`config.mk`:
```
export PLATFORM = sky130hd
export DESIGN_NAME = hidden_spike_buffer
export DESIGN_NICKNAME = d
export VERILOG_FILES = /design/src/rtl/hidden_spike_buffer.sv
export SDC_FILE = /design/constraint.sdc
export NUM_CORES = 1
export LEC_CHECK = 0
export ABC_CLOCK_PERIOD_IN_PS = 10800
export CAP_MARGIN = 30
export CORE_ASPECT_RATIO = 0.5
export CORE_MARGIN = 2
export CORE_UTILIZATION = 45
export CTS_CLUSTER_SIZE = 30
export DETAILED_ROUTE_END_ITERATION = 7
export GPL_TIMING_DRIVEN = 1
export PLACE_DENSITY = 0.7
export SKIP_LAST_GASP = 1
export SYNTH_ARGS = -nofsm -noshare
export SYNTH_HDL_FRONTEND = slang
export SYNTH_SLANG_ARGS = --single-unit
```
`constraint.sdc`:
```
create_clock -name clk -period 10.8 [get_ports clk]
set_input_delay 2.16 -clock clk [delete_from_list [all_inputs] [get_ports clk]]
set_output_delay 2.16 -clock clk [all_outputs]
set_load 0.005 [all_outputs]
```
`src/rtl/hidden_spike_buffer.sv`:
```
// Hidden-layer spike buffer: per-channel pending-spike counters that hold
// spike requests until the downstream output neuron acknowledges them.
// Spikes that arrive at a full channel are dropped. Drops are counted
// in a saturating counter and flagged in a sticky overflow bit. Illegal
// acknowledges are flagged in a sticky protocol_err bit.
// Port names and the active-high synchronous reset named resetn match the
// surrounding neuron fabric.
// N_CH is only supported at 8, to match the 8-input downstream output neuron.
module hidden_spike_buffer #(
  parameter int unsigned N_CH    = 8,
  parameter int unsigned DEPTH_W = 2,
  parameter int unsigned CNT_W   = 16
) (
  input  logic             clk,
  input  logic             resetn,
  input  logic [N_CH-1:0]  spikes_raw,
  input  logic [N_CH-1:0]  acks_in,
  output logic [N_CH-1:0]  spikes_out,
  output logic [CNT_W-1:0] drop_count,
  output logic             overflow,
  output logic             protocol_err,
  output logic             busy
);

  localparam int unsigned PcntW = $clog2(N_CH + 1);
  localparam logic [DEPTH_W-1:0] PMax = '1;
  localparam logic [N_CH-1:0] AckOne = {{(N_CH - 1){1'b0}}, 1'b1};

  logic [DEPTH_W-1:0] p_q [N_CH];
  logic [DEPTH_W-1:0] p_d [N_CH];
  logic [CNT_W-1:0]   drop_count_q, drop_count_d;
  logic               overflow_q, overflow_d;
  logic               protocol_err_q, protocol_err_d;

  logic [N_CH-1:0]    dec;
  logic [N_CH-1:0]    drop;
  logic               multi_ack;
  logic               bad_ack;
  logic [PcntW-1:0]   drop_num;
  logic [CNT_W:0]     cnt_sum;

  // Requests are decoded from registered counters only, so spikes_out has
  // no combinational path from any input.
  always_comb begin
    spikes_out = '0;
    for (int unsigned i = 0; i < N_CH; i++) begin
      spikes_out[i] = (p_q[i] != '0);
    end
    busy = |spikes_out;
  end

  // Classify the acknowledge vector. With more than one bit set, nothing
  // decrements. Ack bits on idle channels never decrement.
  always_comb begin
    multi_ack = ((acks_in & (acks_in - AckOne)) != '0);
    bad_ack   = multi_ack | (|(acks_in & ~spikes_out));
    dec       = acks_in & spikes_out & {N_CH{~multi_ack}};
  end

  // Per-channel counter update. A spike at a full channel is dropped unless
  // the channel is also being acknowledged in the same cycle.
  always_comb begin
    drop = '0;
    for (int unsigned i = 0; i < N_CH; i++) begin
      p_d[i] = p_q[i];
      if (spikes_raw[i] && !dec[i]) begin
        if (p_q[i] == PMax) begin
          drop[i] = 1'b1;
        end else begin
          p_d[i] = p_q[i] + DEPTH_W'(1);
        end
      end else if (dec[i] && !spikes_raw[i]) begin
        p_d[i] = p_q[i] - DEPTH_W'(1);
      end
    end
  end

  // Saturating drop counter. All drops in one cycle are counted.
  always_comb begin
    drop_num = '0;
    for (int unsigned i = 0; i < N_CH; i++) begin
      drop_num = drop_num + PcntW'(drop[i]);
    end
    cnt_sum        = {1'b0, drop_count_q} + (CNT_W + 1)'(drop_num);
    drop_count_d   = cnt_sum[CNT_W] ? '1 : cnt_sum[CNT_W-1:0];
    overflow_d     = overflow_q | (|drop);
    protocol_err_d = protocol_err_q | bad_ack;
  end

  // State registers. Reset clears the counters, so any spikes still pending
  // are discarded and are not counted as drops.
  always_ff @(posedge clk) begin
    if (resetn) begin
      for (int unsigned i = 0; i < N_CH; i++) begin
        p_q[i] <= '0;
      end
      drop_count_q   <= '0;
      overflow_q     <= 1'b0;
      protocol_err_q <= 1'b0;
    end else begin
      p_q            <= p_d;
      drop_count_q   <= drop_count_d;
      overflow_q     <= overflow_d;
      protocol_err_q <= protocol_err_d;
    end
  end

  assign drop_count   = drop_count_q;
  assign overflow     = overflow_q;
  assign protocol_err = protocol_err_q;

endmodule

```
* After elaboration in Yosys (flattened, before gate mapping) *
Cells that the tools add are included.

cells by class
  reductions and logical operators = 60
  multiplexer cells = 41
  bitwise logic cells = 9
  add/sub/neg operators = 25
  eq/ne operators = 16

operator list
  kind                                              count
  2-to-1 mux 2 bit                                  24
  bitwise AND 8 bit                                 4
  nonzero test 2 bit                                16
  OR reduction 8 bit                                3
  adder 16 x 4 -> 17 bit                            1
  adder 2 x 1 -> 2 bit, second input constant       8
  adder 4 x 1 -> 4 bit                              4
  equality test 2 bit, second input constant        8
  logical AND 1 bit                                 16
  zero test 1 bit                                   16
  2-to-1 mux 1 bit                                  16
  2-to-1 mux 16 bit                                 1
  inequality test 2 bit, second input constant      8
  AND reduction 2 bit                               8
  subtractor 2 x 1 -> 2 bit, second input constant  8
  inverter 8 bit                                    1
  nonzero test 8 bit                                1
  subtractor 8 x 1 -> 8 bit, second input constant  1
  adder 3 x 1 -> 4 bit                              1
  adder 2 x 1 -> 3 bit                              1
  OR 1 bit                                          3
  adder 1 x 1 -> 2 bit                              1
  inverter 1 bit                                    1

word-level totals
  logic and storage cells = 162
  flip-flop bits (word level) = 34
  input bits = 18

* Depth between registers and ports, before layout *
Gate-level depths: netlist of the first run.

  word-level depth = 17
  gate-level depth with buffers = 18
  gate-level depth less buffers = 15

* Least setup slack after synthesis of the first run *
No wires, ideal clock.

  path kind = input port to flip-flop
  start point = input port acks_in[4]
  end point = register drop_count_q[11] (netlist: drop_count[11])
  library setup time = 130 ps
  stages = 17
  path buffers = 2
  arrival = 6521 ps
  path slack = 4149 ps
  required time = 10670 ps
  cells stage by stage = buf_2 nor2_1 and3_1 buf_2 a31oi_1 fa_1 inv_1 fa_1 inv_1 fa_1 fa_1 fa_1 a21o_1 a21oi_1 or4_4 and3_1 nor3_2

on the way
  longest elaborated chain between the ends = 17
  elaborated cells between the ends (all ways) = 39
  those cells by class = add/sub (9); mux (9); bitwise (4); reduce/logical (17)

ends and longest elaborated chain
  what                                line  RTL
  from (decl)                         17    input logic [N_CH-1:0] acks_in,
  subtractor 8 x 1 -> 8 bit           55    multi_ack = ((acks_in & (acks_in - AckOne)) != '0);
  bitwise AND 8 bit                   55
  nonzero test 8 bit                  55
  inverter 1 bit                      57    dec = acks_in & spikes_out & {N_CH{~multi_ack}};
  bitwise AND 8 bit *                 57
  zero test 1 bit                     66    if (spikes_raw[i] && !dec[i]) begin
  logical AND 1 bit                   66
  2-to-1 mux 1 bit                    66
  adder 1 x 1 -> 2 bit                82    drop_num = drop_num + PcntW'(drop[i]);
  adder 2 x 1 -> 3 bit                82
  adder 3 x 1 -> 4 bit                82
  adder 4 x 1 -> 4 bit (3 in series)  82
  adder 4 x 1 -> 4 bit *              82
  adder 16 x 4 -> 17 bit *            84    cnt_sum = {1'b0, drop_count_q} + (CNT_W + 1)'(drop_num);
  2-to-1 mux 16 bit *                 85    drop_count_d = cnt_sum[CNT_W] ? '1 : cnt_sum[CNT_W-1:0];
  to (signal assigned)                102   drop_count_q <= drop_count_d;
  to (decl)                           31    logic [CNT_W-1:0] drop_count_q, drop_count_d;

Mark *: on every way between the ends. The rest lies on a longest branch, timed or not.
A chain may end at the register's enable or synchronous reset.

* Worst setup path in the final report of the first run *
  start point = input port acks_in[0]
  end point = register drop_count_q[11] (netlist: drop_count[11])

Same word-level chain as after synthesis.

==> impl_metrics.ini, run 1 <==
[outcome]
status = completed

[power_and_ir_drop]
vdd_ir_drop_max_uv = 44.53
powerDensity_nw_per_um2 = 108.4
total_power_uw = 324.0
p_leak_uw = 0.001098

[grt]
grt_pass1_vias = 2211
grtUsageMet3_pct = 6.792
grt_antenna_before_repair = 0
use_met2_pct = 33.78
grt_util_met1_pct = 30.94
grt_max_degree = 42
grtUsageTotal_pct = 22.21
grt_overflow_total = 0
busiest_layer = met2
grt_pass1_wl_um = 10750

[clock_tree]
numClockSinks = 34
hold_buffers = 0
clock_path_buffers = 2
htree_levels = 2
cts_root_buf = clkbuf_8
cts_tree = done
post_cts.repair.setup_buffers = 0
insertion_delay_ns = 0.29
cts.repair.resized = 0
clk_pin_slew_worst_paths_ns = 0.07
cts_buffers = 5

[routing]
antenna_left = 0
wire_per_inst_um = 16.01
viasPerCell = 5.891
drc = 0
wirelength_um = 6483
drt_iter0_drc = 169
vias = 2386
drtPass1Iterations = 6

[timing]
fmax_mhz = 134.0
finalHoldViolCount = 0
slew_viol_final = 0
tightest_slew_ns = 0.6323
rsz0062_at_grt = false
finClkSkew_ns = 0.009290
maxSlewHeadroom_pct = 57.66
tns_ns = 0
finalCritPeriodShare_pct = 69.11
period_needed_ns = 7.464
worst_slack_ns = 3.336
finalSetupViolations = 0

[critical_path]
setup.worst_path.start_class = primary input
timing.rr.start = p_q[14]
reg2reg_depth = 14
reg2reg_slack_ns = 6.20
critPathMaxFanout = 14
worstSetupPathType = primary input to flip-flop
end_kind = flip-flop
crit_path_start = acks_in[0]
rr_endpoint = drop_count[11]
cp_data_arrival_time_ns = 7.62
crit_required_ns = 10.96

[logic_synthesis]
synth_seq_cells = 34
synthSimpleGateAreaFrac_pct = 26.37
yosys_warnings = 0
synthArstFlopShare_pct = 0
synth_ff_type = dfxtp_1
yosysTopAreaCellShare_pct = 27.91
yosys-top-cells-count = dfxtp_1, a21oi_1, nor2_1, nand3_1, inv_1
netlist_instances = 297
synth_area_leaders = dfxtp_1, a21oi_1, nand3_1
syn-cell-area_sq_um = 2439
synth_nets = 326
synth_compound_area_share_pct = 26.78
avgSynthCellArea_sq_um = 8.211
yosys.cell_types.count = 50
muxShareOfSynthArea_pct = 1.642
yosysMostFrequentCell = dfxtp_1
synth_adder_area_share_pct = 7.183
yosysTopAreaCell = dfxtp_1
ys_seq_area_share_pct = 27.91
synth-xor-area-share_pct = 3.592
synth_top_family_by_area = compound AO/OA/AOI/OAI gates
synth_edf_count = 0

[cells_and_area]
fill_cells = 451
drive_gt1_share_pct = 9.851
layout.nets = 364
post-route-cell-area_sq_um = 2988
fin_cells = 405
diodes = 0
syn2layout_area_growth_pct = 22.52

[placed_design]
gp_congestion = 0.8815
dpl_worst_slack_ns = 3.088
placed_area_sq_um = 2875
dpl.hpwl_um = 4754
post-place-cells = 398
io_buffers = 44

[min_path]
hold_start = p_q[1]
whs_endpoint = p_q[1]
whs_path_depth = 2
hp-class = flip-flop to flip-flop

[flow_run]
maxCapViolations = 0

[floorplanning]
start_util_pct = 48.12
fp.dieH_um = 56.06
fp.dieW_um = 108.1
ioPinCount = 45
row_count = 18
die-area_sq_um = 6060
core_sq_um = 5067
## worst max path at each step
stage                     end  cells past startpoint
2_1_floorplan  drop_count[11]                     17
3_3_place_gp   drop_count[11]                     16
3_5_place_dp   drop_count[11]                     16
4_1_cts        drop_count[11]                     16
5_1_grt        drop_count[11]                     16
6_report       drop_count[11]                     16
## report_power, final
part,total [uW],internal [uW],switching (uW)
Combinational,61.4,30.0,31.4
Sequential,138,131,7.56
Clock,124,73.9,50.4
Total,324,235,89.4
## cells by family (layout without fill, tap and decap cells)
| logic type | count (synthesis) | count (layout) |
|---|---|---|
| simple gates | 113 | 113 |
| fa+ha+maj | 11 | 11 |
| flops | 34 | 34 |
| xor+xnor | 10 | 10 |
| buf+inv | 30 | 68 |
| compound gates | 95 | 95 |
| mux | 4 | 4 |
## per-stage QoR
stage / utilization, % / hold WS, ns
after CTS: 58.96 / 0.5117
final: 58.96 / 0.5076
after global routing: 58.96 / 0.5494
after floorplan: - / 0.4748
after detailed placement: 56.74 / 0.5014
after global placement: 56.74 / 0.4880
## registers in the layout (all words and copies together) (netlist names)
signal,flops
overflow,1
p_q,16
drop_count,16
protocol_err,1
## worst max-delay path, cell delays in order
cell,delay [ns]
clkdlybuf4s50_1,0.62
a22oi_2,0.30
and2_1,0.50
a31oi_1,0.22
fa_1,0.54
inv_1,0.05
fa_1,0.52
inv_1,0.05
fa_1,0.51
fa_1,0.49
fa_1,0.42
a21o_1,0.19
a21oi_1,0.49
or4_4,0.32
and3_1,0.19
nor3_2,0.04
## metal layers
layer  routed length [um]  up-vias
met5                    0        -
met4                   48        0
met3                  467        8
met2                 2920       76
met1                 3046     1112
li1                     -     1190
## placed cells by master, fill, tap and decap left out, types with 7 or more instances in the layout
cell and instances:
clkdlybuf4s50_1 44, dfxtp_1 34, a21oi_1 31, nor2_1 23, nand3_1 21, inv_1 16
nand2_1 12, o21ai_0 11, o22ai_1 10, nand4_1 9, or2_2 9, a211oi_1 9
xnor2_1 8, nand2b_1 7
## cell type report
type                            count  area (sq um)  share of cell area, %
Sequential cell                    34         680.7                  22.78
Multi-Input combinational cell    233          1599                  53.52
Clock inverter                      1         30.03                  1.005
Tap cell                           70         87.58                  2.931
Inverter                           16         60.06                  2.010
Clock buffer                        6         82.58                  2.764
Timing Repair Buffer               45         447.9                  14.99
Power figures use the tool's default switching activity.
==> inputs of run 2 (changes only) <==
--- a/config.mk
+++ b/config.mk
@@ -5,7 +5,7 @@
 export SDC_FILE = /design/constraint.sdc
 export NUM_CORES = 1
 export LEC_CHECK = 0
-export ABC_CLOCK_PERIOD_IN_PS = 10800
+export ABC_CLOCK_PERIOD_IN_PS = 6400
 export CAP_MARGIN = 30
 export CORE_ASPECT_RATIO = 0.5
 export CORE_MARGIN = 2
@@ -13,7 +13,7 @@
 export CTS_CLUSTER_SIZE = 30
 export DETAILED_ROUTE_END_ITERATION = 7
 export GPL_TIMING_DRIVEN = 1
-export PLACE_DENSITY = 0.7
+export PLACE_DENSITY = 0.73
 export SKIP_LAST_GASP = 1
 export SYNTH_ARGS = -nofsm -noshare
 export SYNTH_HDL_FRONTEND = slang
==> constraint.sdc (replaced) <==
create_clock -name clk -period 6.4 [get_ports clk]
set_input_delay 1.28 -clock clk [delete_from_list [all_inputs] [get_ports clk]]
set_output_delay 1.28 -clock clk [all_outputs]
set_load 0.005 [all_outputs]
==> run 2 against run 1 <==
Die area did not move; final cell count rose by 2.5%; via count rose by 2.1%; routed wire length fell by 5.3%; sequential power rose by 69%; critical path depth rose by 1; combinational power rose by 73%; largest power group is now clock; register-to-register slack got worse by 4.1 ns; clock power rose by 96%; utilization rose by 1.8 points.
==> impl_metrics.ini, run 2 (synthesis results as in run 1) <==
[outcome]
status = completed

[cells_and_area]
layout_common_cells = clkdlybuf4s50_1, dfxtp_1, a21oi_1, nor2_1, nand3_1
syn2layout_area_growth_pct = 26.32
fin_util_pct = 60.79
diodes = 0
drive_gt1_share_pct = 12.46
layout.nets = 373
fill_cells = 451
mostFrequentLayoutCell = clkdlybuf4s50_1

[timing]
tightest_slew_ns = 0.6422
fmax_mhz = 169.9
worst_slack_ns = 0.5132
maxSlewHeadroom_pct = 57.00
finalCritPeriodShare_pct = 91.98
tns_ns = 0
finalSetupViolations = 0
finClkSkew_ns = 0.009531
period_needed_ns = 5.887
rsz0062_at_grt = false
finalHoldViolCount = 0
hold_slack_ns = 0.5290
slew_viol_final = 0

[routing]
vias = 2435
wirelength_um = 6138
viasPerCell = 5.867
drt_iter0_drc = 101
drc = 0
drtPass1Iterations = 5
antenna_left = 0
wire_per_inst_um = 14.79

[floorplanning]
die-area_sq_um = 6060
ioPinCount = 45
row_count = 18
fp.dieW_um = 108.1
start_util_pct = 48.12
core_sq_um = 5067
fp.dieH_um = 56.06

[critical_path]
critPathMaxFanout = 8
slowest_delay_ns = 0.59
setup.worst_path.start_class = primary input
path_cells = clkdlybuf4s50_1 > o22ai_1 > and3_1 > a31oi_1 > fa_1 > inv_1 > fa_1 > inv_1 > fa_1 > fa_1 > fa_1 > a21o_1 > a21oi_1 > buf_4 > nor3_1 > and3_1 > nor3_1
reg2reg_slack_ns = 2.13
end_kind = flip-flop
crit_required_ns = 6.62
cp_data_arrival_time_ns = 6.11
worstSetupPathType = primary input to flip-flop
path_common_cell = fa_1
critPathSlowestCell = clkdlybuf4s50_1

[min_path]
hp-class = flip-flop to flip-flop

[clock_tree]
clock_path_buffers = 2
cts_root_buf = clkbuf_8
cts_tree = done
clk_pin_slew_worst_paths_ns = 0.08
cts.repair.resized = 0
insertion_delay_ns = 0.29
numClockSinks = 34
post_cts.repair.setup_buffers = 0
cts_buffers = 5
htree_levels = 2
hold_buffers = 0

[placed_design]
gp_congestion = 0.8861
io_buffers = 44
dpl.hpwl_um = 4564
dpl_worst_slack_ns = 0.1976

[power_and_ir_drop]
powerDensity_nw_per_um2 = 188.8
vdd_ir_drop_max_uv = 143.7
p_leak_uw = 0.001153

[grt]
grt_overflow_total = 0
grt_max_degree = 42
grt_pass1_wl_um = 10080
grt_pass1_vias = 2170
grt_antenna_before_repair = 0
grtUsageTotal_pct = 20.79

[flow_run]
maxCapViolations = 0
run 2: cell types whose count changed in the layout (fill, tap and decap cells not counted):
cell       previous run  this run
bufinv_16             1         2
buf_4                 1        10
clkinv_4              0         1
clkbuf_8              6         5
run 2: power breakdown:
group / switching, uW / internal, uW / leakage, uW
Sequential: 12.5 / 221 / 0.000277
Combinational: 52.6 / 53.3 / 0.000807
Clock: 86.6 / 156 / 0.0000683
run 2: worst paths after layout:
kind / from / end / depth (start not counted)
hold / removal: p_q[0] / p_q[1] / 2
setup reg to reg: p_q[10] / drop_count[12] / 15
setup / recovery: acks_in[0] / drop_count[12] / 17
hold reg to reg: p_q[0] / p_q[1] / 2
run 2: critical path: cells and delay by family:
family | cells | cell delay (ns)
simple gates | 4 | 0.63
fa+ha+maj | 5 | 2.49
compound gates | 4 | 0.84
buf+inv | 4 | 0.87
run 2: per-layer routing:
layer	vias to the layer above	share of wire (%)	global-route usage, %
met5	-	0	0
met3	7	7.3	6.206
met4	0	0.68	4.762
met2	71	45	32.97
li1	1212	-	-
met1	1145	47	27.87
run 2: stage by stage:
step / power, uW / std cells / area (sq um)
finish: 581.7 / 415 / 3080
global route: 606.2 / 415 / 3080
CTS: 586.8 / 415 / 3080
detailed placement: 342.8 / 407 / 2943
global placement: 340.0 / 407 / 2943
floorplan: 296.4 / 297 / 2439
run 2: layout make-up:
type	count	area (sq um)	area share, %
clock buffers	5	68.82	2.234
clock inverters	3	68.82	2.234
inverters	16	60.06	1.950
multi-input cells	233	1599	51.91
flip-flops and latches	34	680.7	22.10
well taps	70	87.58	2.843
repair buffers	54	515.5	16.73
